==> src/rtl/lsu_split_if.sv <==
`timescale 1ns/1ps
// lsu_split_if: request/response and data-cache bus of the MEM-stage load/store unit.
//   req_*    : pipeline request handshake (valid/ready) with op, address, store data
//   resp_*   : one-cycle completion pulse with extended load data and error flag
//   dcache_* : word-aligned cache access with byte enables and completion pulse
// slave  = the load/store unit's view, master = the pipeline/cache side.
interface lsu_split_if #(
   parameter int XLEN   = 32,
   parameter int ADDR_W = 32
);
   localparam int NB = XLEN / 8;

   logic              req_valid;
   logic              req_ready;
   logic              req_write;
   logic [2:0]        req_funct3;
   logic [ADDR_W-1:0] req_addr;
   logic [XLEN-1:0]   req_wdata;
   logic              resp_valid;
   logic [XLEN-1:0]   resp_rdata;
   logic              resp_err;
   logic [ADDR_W-1:0] dcache_address;
   logic              dcache_read;
   logic              dcache_write;
   logic [XLEN-1:0]   dcache_wdata;
   logic [NB-1:0]     dcache_mbe;
   logic [XLEN-1:0]   dcache_rdata;
   logic              dcache_resp;

   modport slave (
      input  req_valid, req_write, req_funct3, req_addr, req_wdata,
      input  dcache_rdata, dcache_resp,
      output req_ready, resp_valid, resp_rdata, resp_err,
      output dcache_address, dcache_read, dcache_write, dcache_wdata, dcache_mbe
   );

   modport master (
      output req_valid, req_write, req_funct3, req_addr, req_wdata,
      output dcache_rdata, dcache_resp,
      input  req_ready, resp_valid, resp_rdata, resp_err,
      input  dcache_address, dcache_read, dcache_write, dcache_wdata, dcache_mbe
   );
endinterface

==> src/rtl/lsu_split.sv <==
`timescale 1ns/1ps
// lsu_split: MEM-stage load/store unit. Accepts one request at a time, issues one
// or two word-aligned data-cache accesses (two when the access crosses a word
// boundary), reassembles load data and sign/zero extends it.
//   clk : rising-edge clock
//   rst : asynchronous active-low reset
//   bus : lsu_split_if.slave (request, response and data-cache signals)
// All outputs come straight from flops.
//
// state | meaning
// IDLE  | ready for a request
// ACC0  | first (or only) cache access, strobe held until dcache_resp
// ACC1  | second access of a split; first cycle is the strobe-low gap
// DONE  | one-cycle resp_valid pulse
module lsu_split #(
   parameter int XLEN   = 32,
   parameter int ADDR_W = 32
) (
   input logic        clk,
   input logic        rst,
   lsu_split_if.slave bus
);
   localparam int NB = XLEN / 8;
   localparam int LB = $clog2(NB);

   typedef enum logic [1:0] {IDLE, ACC0, ACC1, DONE} state_t;

   state_t              state_q, state_d;
   logic                is_store_q, is_store_d;
   logic [2:0]          f3_q, f3_d;
   logic [LB-1:0]       off_q, off_d;
   logic                split_q, split_d;
   logic [ADDR_W-1:0]   addr_q, addr_d;
   logic [2*NB-1:0]     mask_q, mask_d;
   logic [2*XLEN-1:0]   data_q, data_d;
   logic [XLEN-1:0]     buf_lo_q, buf_lo_d;
   logic [XLEN-1:0]     buf_hi_q, buf_hi_d;
   logic                req_ready_q, req_ready_d;
   logic                resp_valid_q, resp_valid_d;
   logic                resp_err_q, resp_err_d;
   logic [XLEN-1:0]     resp_rdata_q, resp_rdata_d;
   logic                dc_read_q, dc_read_d;
   logic                dc_write_q, dc_write_d;
   logic [ADDR_W-1:0]   dc_addr_q, dc_addr_d;
   logic [XLEN-1:0]     dc_wdata_q, dc_wdata_d;
   logic [NB-1:0]       dc_mbe_q, dc_mbe_d;

   logic [LB-1:0]       req_off;
   logic [2*NB-1:0]     mask_base;
   logic [2*NB-1:0]     req_mask;
   logic [2*XLEN-1:0]   req_data;
   logic [ADDR_W-1:0]   req_word;
   logic                req_illegal;
   logic                finish_load;
   logic [2*XLEN-1:0]   shifted;
   logic [6:0]          nbits;
   logic [XLEN-1:0]     ext;

   always_comb begin
      req_off  = bus.req_addr[LB-1:0];
      req_word = {bus.req_addr[ADDR_W-1:LB], {LB{1'b0}}};
      case (bus.req_funct3[1:0])
         2'd0:    mask_base = (2*NB)'(8'h01);
         2'd1:    mask_base = (2*NB)'(8'h03);
         2'd2:    mask_base = (2*NB)'(8'h0f);
         default: mask_base = (2*NB)'(8'hff);
      endcase
      req_mask = mask_base << req_off;
      req_data = {{XLEN{1'b0}}, bus.req_wdata} << {req_off, 3'b000};
      if (bus.req_write)
         req_illegal = bus.req_funct3[2] || (XLEN == 32 && bus.req_funct3 == 3'b011);
      else
         req_illegal = (bus.req_funct3 == 3'b111) ||
                       (XLEN == 32 && (bus.req_funct3 == 3'b011 || bus.req_funct3 == 3'b110));
   end

   always_comb begin
      state_d      = state_q;
      is_store_d   = is_store_q;
      f3_d         = f3_q;
      off_d        = off_q;
      split_d      = split_q;
      addr_d       = addr_q;
      mask_d       = mask_q;
      data_d       = data_q;
      buf_lo_d     = buf_lo_q;
      buf_hi_d     = buf_hi_q;
      req_ready_d  = req_ready_q;
      resp_valid_d = resp_valid_q;
      resp_err_d   = resp_err_q;
      resp_rdata_d = resp_rdata_q;
      dc_read_d    = dc_read_q;
      dc_write_d   = dc_write_q;
      dc_addr_d    = dc_addr_q;
      dc_wdata_d   = dc_wdata_q;
      dc_mbe_d     = dc_mbe_q;
      finish_load  = 1'b0;

      case (state_q)
         IDLE: begin
            if (bus.req_valid) begin
               is_store_d  = bus.req_write;
               f3_d        = bus.req_funct3;
               off_d       = req_off;
               split_d     = |req_mask[2*NB-1:NB];
               addr_d      = req_word;
               mask_d      = req_mask;
               data_d      = req_data;
               buf_lo_d    = '0;
               buf_hi_d    = '0;
               req_ready_d = 1'b0;
               if (req_illegal) begin
                  state_d      = DONE;
                  resp_valid_d = 1'b1;
                  resp_err_d   = 1'b1;
                  resp_rdata_d = '0;
               end else begin
                  state_d    = ACC0;
                  dc_addr_d  = req_word;
                  dc_mbe_d   = req_mask[NB-1:0];
                  dc_wdata_d = req_data[XLEN-1:0];
                  dc_read_d  = !bus.req_write;
                  dc_write_d = bus.req_write;
               end
            end
         end
         ACC0: begin
            if (bus.dcache_resp) begin
               dc_read_d  = 1'b0;
               dc_write_d = 1'b0;
               if (!is_store_q) buf_lo_d = bus.dcache_rdata;
               if (split_q) begin
                  // second word staged now; strobe rises after the gap cycle
                  state_d    = ACC1;
                  dc_addr_d  = addr_q + ADDR_W'(NB);
                  dc_mbe_d   = mask_q[2*NB-1:NB];
                  dc_wdata_d = data_q[2*XLEN-1:XLEN];
               end else begin
                  state_d      = DONE;
                  resp_valid_d = 1'b1;
                  finish_load  = !is_store_q;
               end
            end
         end
         ACC1: begin
            if (!dc_read_q && !dc_write_q) begin
               dc_read_d  = !is_store_q;
               dc_write_d = is_store_q;
            end else if (bus.dcache_resp) begin
               dc_read_d    = 1'b0;
               dc_write_d   = 1'b0;
               if (!is_store_q) buf_hi_d = bus.dcache_rdata;
               state_d      = DONE;
               resp_valid_d = 1'b1;
               finish_load  = !is_store_q;
            end
         end
         DONE: begin
            state_d      = IDLE;
            resp_valid_d = 1'b0;
            resp_err_d   = 1'b0;
            resp_rdata_d = '0;
            req_ready_d  = 1'b1;
         end
         default: state_d = IDLE;
      endcase

      // extraction uses the buffers as they will be after this cycle's capture
      shifted = {buf_hi_d, buf_lo_d} >> {off_q, 3'b000};
      nbits   = 7'd8 << f3_q[1:0];
      for (int i = 0; i < XLEN; i++)
         ext[i] = (i < int'(nbits)) ? shifted[i] : (!f3_q[2] && shifted[nbits-7'd1]);
      if (finish_load) resp_rdata_d = ext;
   end

   always_ff @(posedge clk or negedge rst) begin
      if (!rst) begin
         state_q      <= IDLE;
         is_store_q   <= 1'b0;
         f3_q         <= '0;
         off_q        <= '0;
         split_q      <= 1'b0;
         addr_q       <= '0;
         mask_q       <= '0;
         data_q       <= '0;
         buf_lo_q     <= '0;
         buf_hi_q     <= '0;
         req_ready_q  <= 1'b1;
         resp_valid_q <= 1'b0;
         resp_err_q   <= 1'b0;
         resp_rdata_q <= '0;
         dc_read_q    <= 1'b0;
         dc_write_q   <= 1'b0;
         dc_addr_q    <= '0;
         dc_wdata_q   <= '0;
         dc_mbe_q     <= '0;
      end else begin
         state_q      <= state_d;
         is_store_q   <= is_store_d;
         f3_q         <= f3_d;
         off_q        <= off_d;
         split_q      <= split_d;
         addr_q       <= addr_d;
         mask_q       <= mask_d;
         data_q       <= data_d;
         buf_lo_q     <= buf_lo_d;
         buf_hi_q     <= buf_hi_d;
         req_ready_q  <= req_ready_d;
         resp_valid_q <= resp_valid_d;
         resp_err_q   <= resp_err_d;
         resp_rdata_q <= resp_rdata_d;
         dc_read_q    <= dc_read_d;
         dc_write_q   <= dc_write_d;
         dc_addr_q    <= dc_addr_d;
         dc_wdata_q   <= dc_wdata_d;
         dc_mbe_q     <= dc_mbe_d;
      end
   end

   assign bus.req_ready      = req_ready_q;
   assign bus.resp_valid     = resp_valid_q;
   assign bus.resp_err       = resp_err_q;
   assign bus.resp_rdata     = resp_rdata_q;
   assign bus.dcache_read    = dc_read_q;
   assign bus.dcache_write   = dc_write_q;
   assign bus.dcache_address = dc_addr_q;
   assign bus.dcache_wdata   = dc_wdata_q;
   assign bus.dcache_mbe     = dc_mbe_q;
endmodule

==> src/flat_wrapper.sv <==
// flat-port wrapper written by rule: the top's interface ports become plain ports
module lsu_split_flat 
#(
   parameter int XLEN   = 32,
   parameter int ADDR_W = 32
)
  (clk, rst, bus_req_valid, bus_req_write, bus_req_funct3, bus_req_addr, bus_req_wdata, bus_dcache_rdata, bus_dcache_resp, bus_req_ready, bus_resp_valid, bus_resp_rdata, bus_resp_err, bus_dcache_address, bus_dcache_read, bus_dcache_write, bus_dcache_wdata, bus_dcache_mbe);
  lsu_split_if #(.XLEN(XLEN), .ADDR_W(ADDR_W)) bus_i ();
  input logic clk;
  input logic rst;
  input wire logic [$bits(bus_i.req_valid)-1:0] bus_req_valid;
  input wire logic [$bits(bus_i.req_write)-1:0] bus_req_write;
  input wire logic [$bits(bus_i.req_funct3)-1:0] bus_req_funct3;
  input wire logic [$bits(bus_i.req_addr)-1:0] bus_req_addr;
  input wire logic [$bits(bus_i.req_wdata)-1:0] bus_req_wdata;
  input wire logic [$bits(bus_i.dcache_rdata)-1:0] bus_dcache_rdata;
  input wire logic [$bits(bus_i.dcache_resp)-1:0] bus_dcache_resp;
  output wire logic [$bits(bus_i.req_ready)-1:0] bus_req_ready;
  output wire logic [$bits(bus_i.resp_valid)-1:0] bus_resp_valid;
  output wire logic [$bits(bus_i.resp_rdata)-1:0] bus_resp_rdata;
  output wire logic [$bits(bus_i.resp_err)-1:0] bus_resp_err;
  output wire logic [$bits(bus_i.dcache_address)-1:0] bus_dcache_address;
  output wire logic [$bits(bus_i.dcache_read)-1:0] bus_dcache_read;
  output wire logic [$bits(bus_i.dcache_write)-1:0] bus_dcache_write;
  output wire logic [$bits(bus_i.dcache_wdata)-1:0] bus_dcache_wdata;
  output wire logic [$bits(bus_i.dcache_mbe)-1:0] bus_dcache_mbe;
  assign bus_i.req_valid = bus_req_valid;
  assign bus_i.req_write = bus_req_write;
  assign bus_i.req_funct3 = bus_req_funct3;
  assign bus_i.req_addr = bus_req_addr;
  assign bus_i.req_wdata = bus_req_wdata;
  assign bus_i.dcache_rdata = bus_dcache_rdata;
  assign bus_i.dcache_resp = bus_dcache_resp;
  assign bus_req_ready = bus_i.req_ready;
  assign bus_resp_valid = bus_i.resp_valid;
  assign bus_resp_rdata = bus_i.resp_rdata;
  assign bus_resp_err = bus_i.resp_err;
  assign bus_dcache_address = bus_i.dcache_address;
  assign bus_dcache_read = bus_i.dcache_read;
  assign bus_dcache_write = bus_i.dcache_write;
  assign bus_dcache_wdata = bus_i.dcache_wdata;
  assign bus_dcache_mbe = bus_i.dcache_mbe;
  lsu_split #(.XLEN(XLEN), .ADDR_W(ADDR_W)) u_core (.clk(clk), .rst(rst), .bus(bus_i));
endmodule
==> config.mk <==
export PLATFORM = sky130hd
export DESIGN_NAME = lsu_split_flat
export DESIGN_NICKNAME = d
export VERILOG_FILES = /design/src/rtl/lsu_split_if.sv /design/src/rtl/lsu_split.sv /design/src/flat_wrapper.sv
export SDC_FILE = /design/constraint.sdc
export NUM_CORES = 1
export LEC_CHECK = 0
export CORE_ASPECT_RATIO = 0.6
export CORE_MARGIN = 8
export CORE_UTILIZATION = 45
export DETAILED_ROUTE_END_ITERATION = 8
export PLACE_DENSITY = 0.73
export SKIP_LAST_GASP = 1
export SLEW_MARGIN = 20
export SYNTH_ARGS = -nofsm -noshare
export SYNTH_HDL_FRONTEND = slang
export SYNTH_SLANG_ARGS = --single-unit
==> constraint.sdc <==
create_clock -name clk -period 3 [get_ports clk]
set_clock_uncertainty 0.1 [all_clocks]
set_input_delay 0.75 -clock clk [delete_from_list [all_inputs] [get_ports clk]]
set_output_delay 0.75 -clock clk [all_outputs]
set_load 0.02 [all_outputs]
==> reports/results.txt <==
Most common cell after layout, fill and taps aside: dfrtp_1
Setup Viol. Count Final: 0
Switching share of power: 42.10%
Failing checks: design-rule violations
Worst-path cell chain: or2_2 > ha_4 > nor2_1 > nand3_1 > nor2_1 > or4b_4 > a311oi_4 > nand3_4 > buf_4 > buf_4 > o211ai_2
Type of origin of the critical path: register
Area of the multi-input gates: 5396 µm²
CP max stage cell: or4b_4
Clock share of power: 17.2%
# rows: 45
Residual DRC: 6
# IOs: 209
Status: complete, but fails checks
Most frequent cells in the layout: dfrtp_1 (224), clkdlybuf4s50_1 (203), nand2_1 (141)
Synthesized area per cell: 9.931 µm²
Sequential share of power: 29.7%
Max-cap violation count: 0
First-pass GRT wire length: 59,880 µm
Detailed Route WL: 38,380 µm
Max_slew headroom: 49.60%
Post-synthesis cell area: 11,390 µm²
Post-Layout Cell Count: 1,746
EDFF count, synth: 0
Critical Path Sink Type: register
Drt initial violations: 1,254
Synth cell types: 66
Tightest Pin Transition: 0.7532 ns
H-tree depth: 1
Flops & latches, synth: 227
Die width: 221.4 µm
Reg2reg setup slack: 0.06 ns
WP data arrival: 3.28 ns
Fin nets: 1,513
Clock latency on the worst-skew pair: 0.53 ns
Minimum clock period after layout: 2.938 ns
RR Endpoint: u_core.bus.resp_rdata[15]
P_leak: 6.740 nW
GR Overflow Total: 0
Max Clk Rate: 340.4 MHz
Period Utilization, post-route: 97.92%
TritonCTS buffer count: 23
Root Driver: clkbuf_16
TritonCTS clock tree: done
Maximum VDD drop: 546.7 µV
Hold Path Class: input pin to asynchronous set/reset pin
HPWL after detailed placement: 27,190 µm
CTS max path bufs: 3
Synth Instances: 1,147
Reg2reg path depth: 11
Clock transition at path regs: 0.07 ns
Power per Cell Area: 1166 nW/µm²
Required time of the critical path: 3.35 ns
Syn. warnings: 0
Async set or reset register ratio after synthesis: 100.0%
Area delta synth->final: 35.16%
Starting density of the core: 45.46%
Clock sink count: 227
Sequential cell area: 5684 µm²
Slew Limit Fails: 0
Die area: 30,830 µm²
Largest net degree at the start of global routing: 67
First-pass DRT Iterations: 9
WL met1: 17,800 µm
Number of global-route vias before repair: 10,097
Final instance area: 15,400 µm²
Via density: 5.980
Vias: 10,441
Core Util, Final: 61.45%
Internal power: 10.39 mW
Fill count: 2,000
Layout cells sized above 1: 16.89%
Post-synth top flop: dfrtp_1
Final hold violations: 0
Total core area: 25,060 µm²
Placed instance area: 14,440 µm²
Dpl cells: 1,698
Place WS: -0.4173 ns
Total track usage: 24.02%
GP Congestion: 0.8979
Sw power: 7.556 mW
DR top layer: met5
Slowest cell delay on critical path: 0.54 ns
Critical path type: register to register
WL met2: 15,850 µm
Critical Path Fanout Max: 6
Combinational Power Share: 53.0%
Initial antenna violation count: 3
Worst R2R Start: u_core.f3_q[0]
Setup WS post-layout: 0.06234 ns
# port buffers: 206
Hold WS: 0.08271 ns
Hold_buf cts: 0
DR WL met3: 3835 µm
Post-DRT Antenna Nets: 0
Die Height: 139.2 µm
Sequential area share after synthesis: 49.88%
Wire per inst: 21.98 µm
## stage by stage
stage	power, mW	setup TNS, ns
2_1_floorplan	10.37	0
3_3_place_gp	14.28	-9.750
3_5_place_dp	14.47	-11.00
4_1_cts	17.64	-0.004355
5_1_grt	18.98	-0.2247
6_report	17.95	0
## flip-flops by register name, indices dropped and copies added, names as in the netlist
| register | cells |
|---|---|
| u_core.state_q | 2 |
| u_core.is_store_q | 1 |
| u_core.bus.resp_err | 1 |
| u_core.bus.dcache_address | 30 |
| u_core.f3_q | 3 |
| u_core.split_q | 1 |
| u_core.bus.resp_valid | 1 |
| u_core.data_q | 24 |
| u_core.mask_q | 4 |
| u_core.bus.dcache_write | 1 |
| u_core.bus.resp_rdata | 32 |
| u_core.buf_hi_q | 25 |
| u_core.off_q | 2 |
| u_core.bus.dcache_read | 1 |
| u_core.bus.dcache_mbe | 4 |
| u_core.buf_lo_q | 32 |
| u_core.bus.dcache_wdata | 32 |
| u_core.addr_q | 30 |
| u_core.bus.req_ready | 1 |
## cell usage after synthesis, types with 16 or more instances
library cell | n | area, µm²
a22o_1 | 44 | 385.4
a21oi_1 | 56 | 280.3
dfrtp_1 | 226 | 5655
a221oi_1 | 16 | 140.1
inv_1 | 25 | 93.84
nand3_1 | 28 | 140.1
a22oi_1 | 21 | 157.7
mux2_2 | 58 | 653.1
nor2_1 | 105 | 394.1
o21ai_0 | 93 | 465.5
mux2i_1 | 41 | 410.4
o211ai_1 | 20 | 150.1
xnor2_1 | 16 | 140.1
clkbuf_1 | 67 | 251.5
nand2_1 | 142 | 533.0
o221ai_1 | 16 | 140.1
## worst max-delay path by stage
stage | start | to | slack [ns] | cells after the start
6_report | u_core.f3_q[0] | u_core.bus.resp_rdata[15] | 0.06 | 11
5_1_grt | u_core.state_q[0] | u_core.bus.resp_rdata[31] | -0.05 | 12
4_1_cts | u_core.state_q[1] | u_core.bus.resp_rdata[12] | -0.004 | 10
3_5_place_dp | bus_req_valid | u_core.bus.resp_rdata[12] | -0.42 | 9
3_3_place_gp | bus_req_valid | u_core.bus.resp_rdata[2] | -0.35 | 9
2_1_floorplan | u_core.f3_q[1] | u_core.bus.resp_rdata[5] | 0.01 | 13
## area by class of cell
type	instances	area share (%)
Antenna cell	2	0.03251
Clock buffer	31	4.193
Clock inverter	9	0.9427
Inverter	27	0.6583
Multi-Input combinational cell	809	35.05
Sequential cell	227	36.92
Tap cell	329	2.674
Timing Repair Buffer	312	19.53
## critical path, delay by kind of cell, from the launching register on
| family | cells | cell delay (ns) |
|---|---|---|
| DFF | 1 | 0.39 |
| and+or+nand+nor | 6 | 1.29 |
| AOI/OAI and AO/OA | 2 | 0.50 |
| buffers and inverters | 2 | 0.30 |
| adders and majority gates | 1 | 0.29 |
## cells by family after synthesis
family | synth area share, %
fa+ha+maj | 0.9886
flops | 49.88
xor+xnor | 1.999
buf+inv | 3.954
compound gates | 20.56
other cells | 0.03292
simple gates | 12.93
mux | 9.655
## power by group through the flow
| stage | clock [mW] | combinational (mW) | sequential [mW] |
|---|---|---|---|
| final | 3.09 | 9.52 | 5.33 |
| after global routing | 3.24 | 10.3 | 5.49 |
| after CTS | 3.13 | 9.20 | 5.31 |
| after detailed placement | 0 | 9.14 | 5.33 |
| after global placement | 0 | 8.98 | 5.30 |
| after floorplan | 0 | 4.52 | 5.85 |
## per-layer routing
layer | global-route usage, % | up-vias
li1 | - | 4682
met1 | 35.92 | 5146
met2 | 33.01 | 538
met3 | 7.344 | 73
met4 | 6.263 | 2
met5 | 0 | -
## timing repair
| item | 4_1_cts | 5_1_grt |
|---|---|---|
| endpoints found under the setup margin | 1 | 29 |
| buffers inserted | 0 | 6 |
| gates resized for setup | 1 | 18 |
| pin swaps | 0 | 3 |
Note: power is estimated with default switching activity, not from simulation.
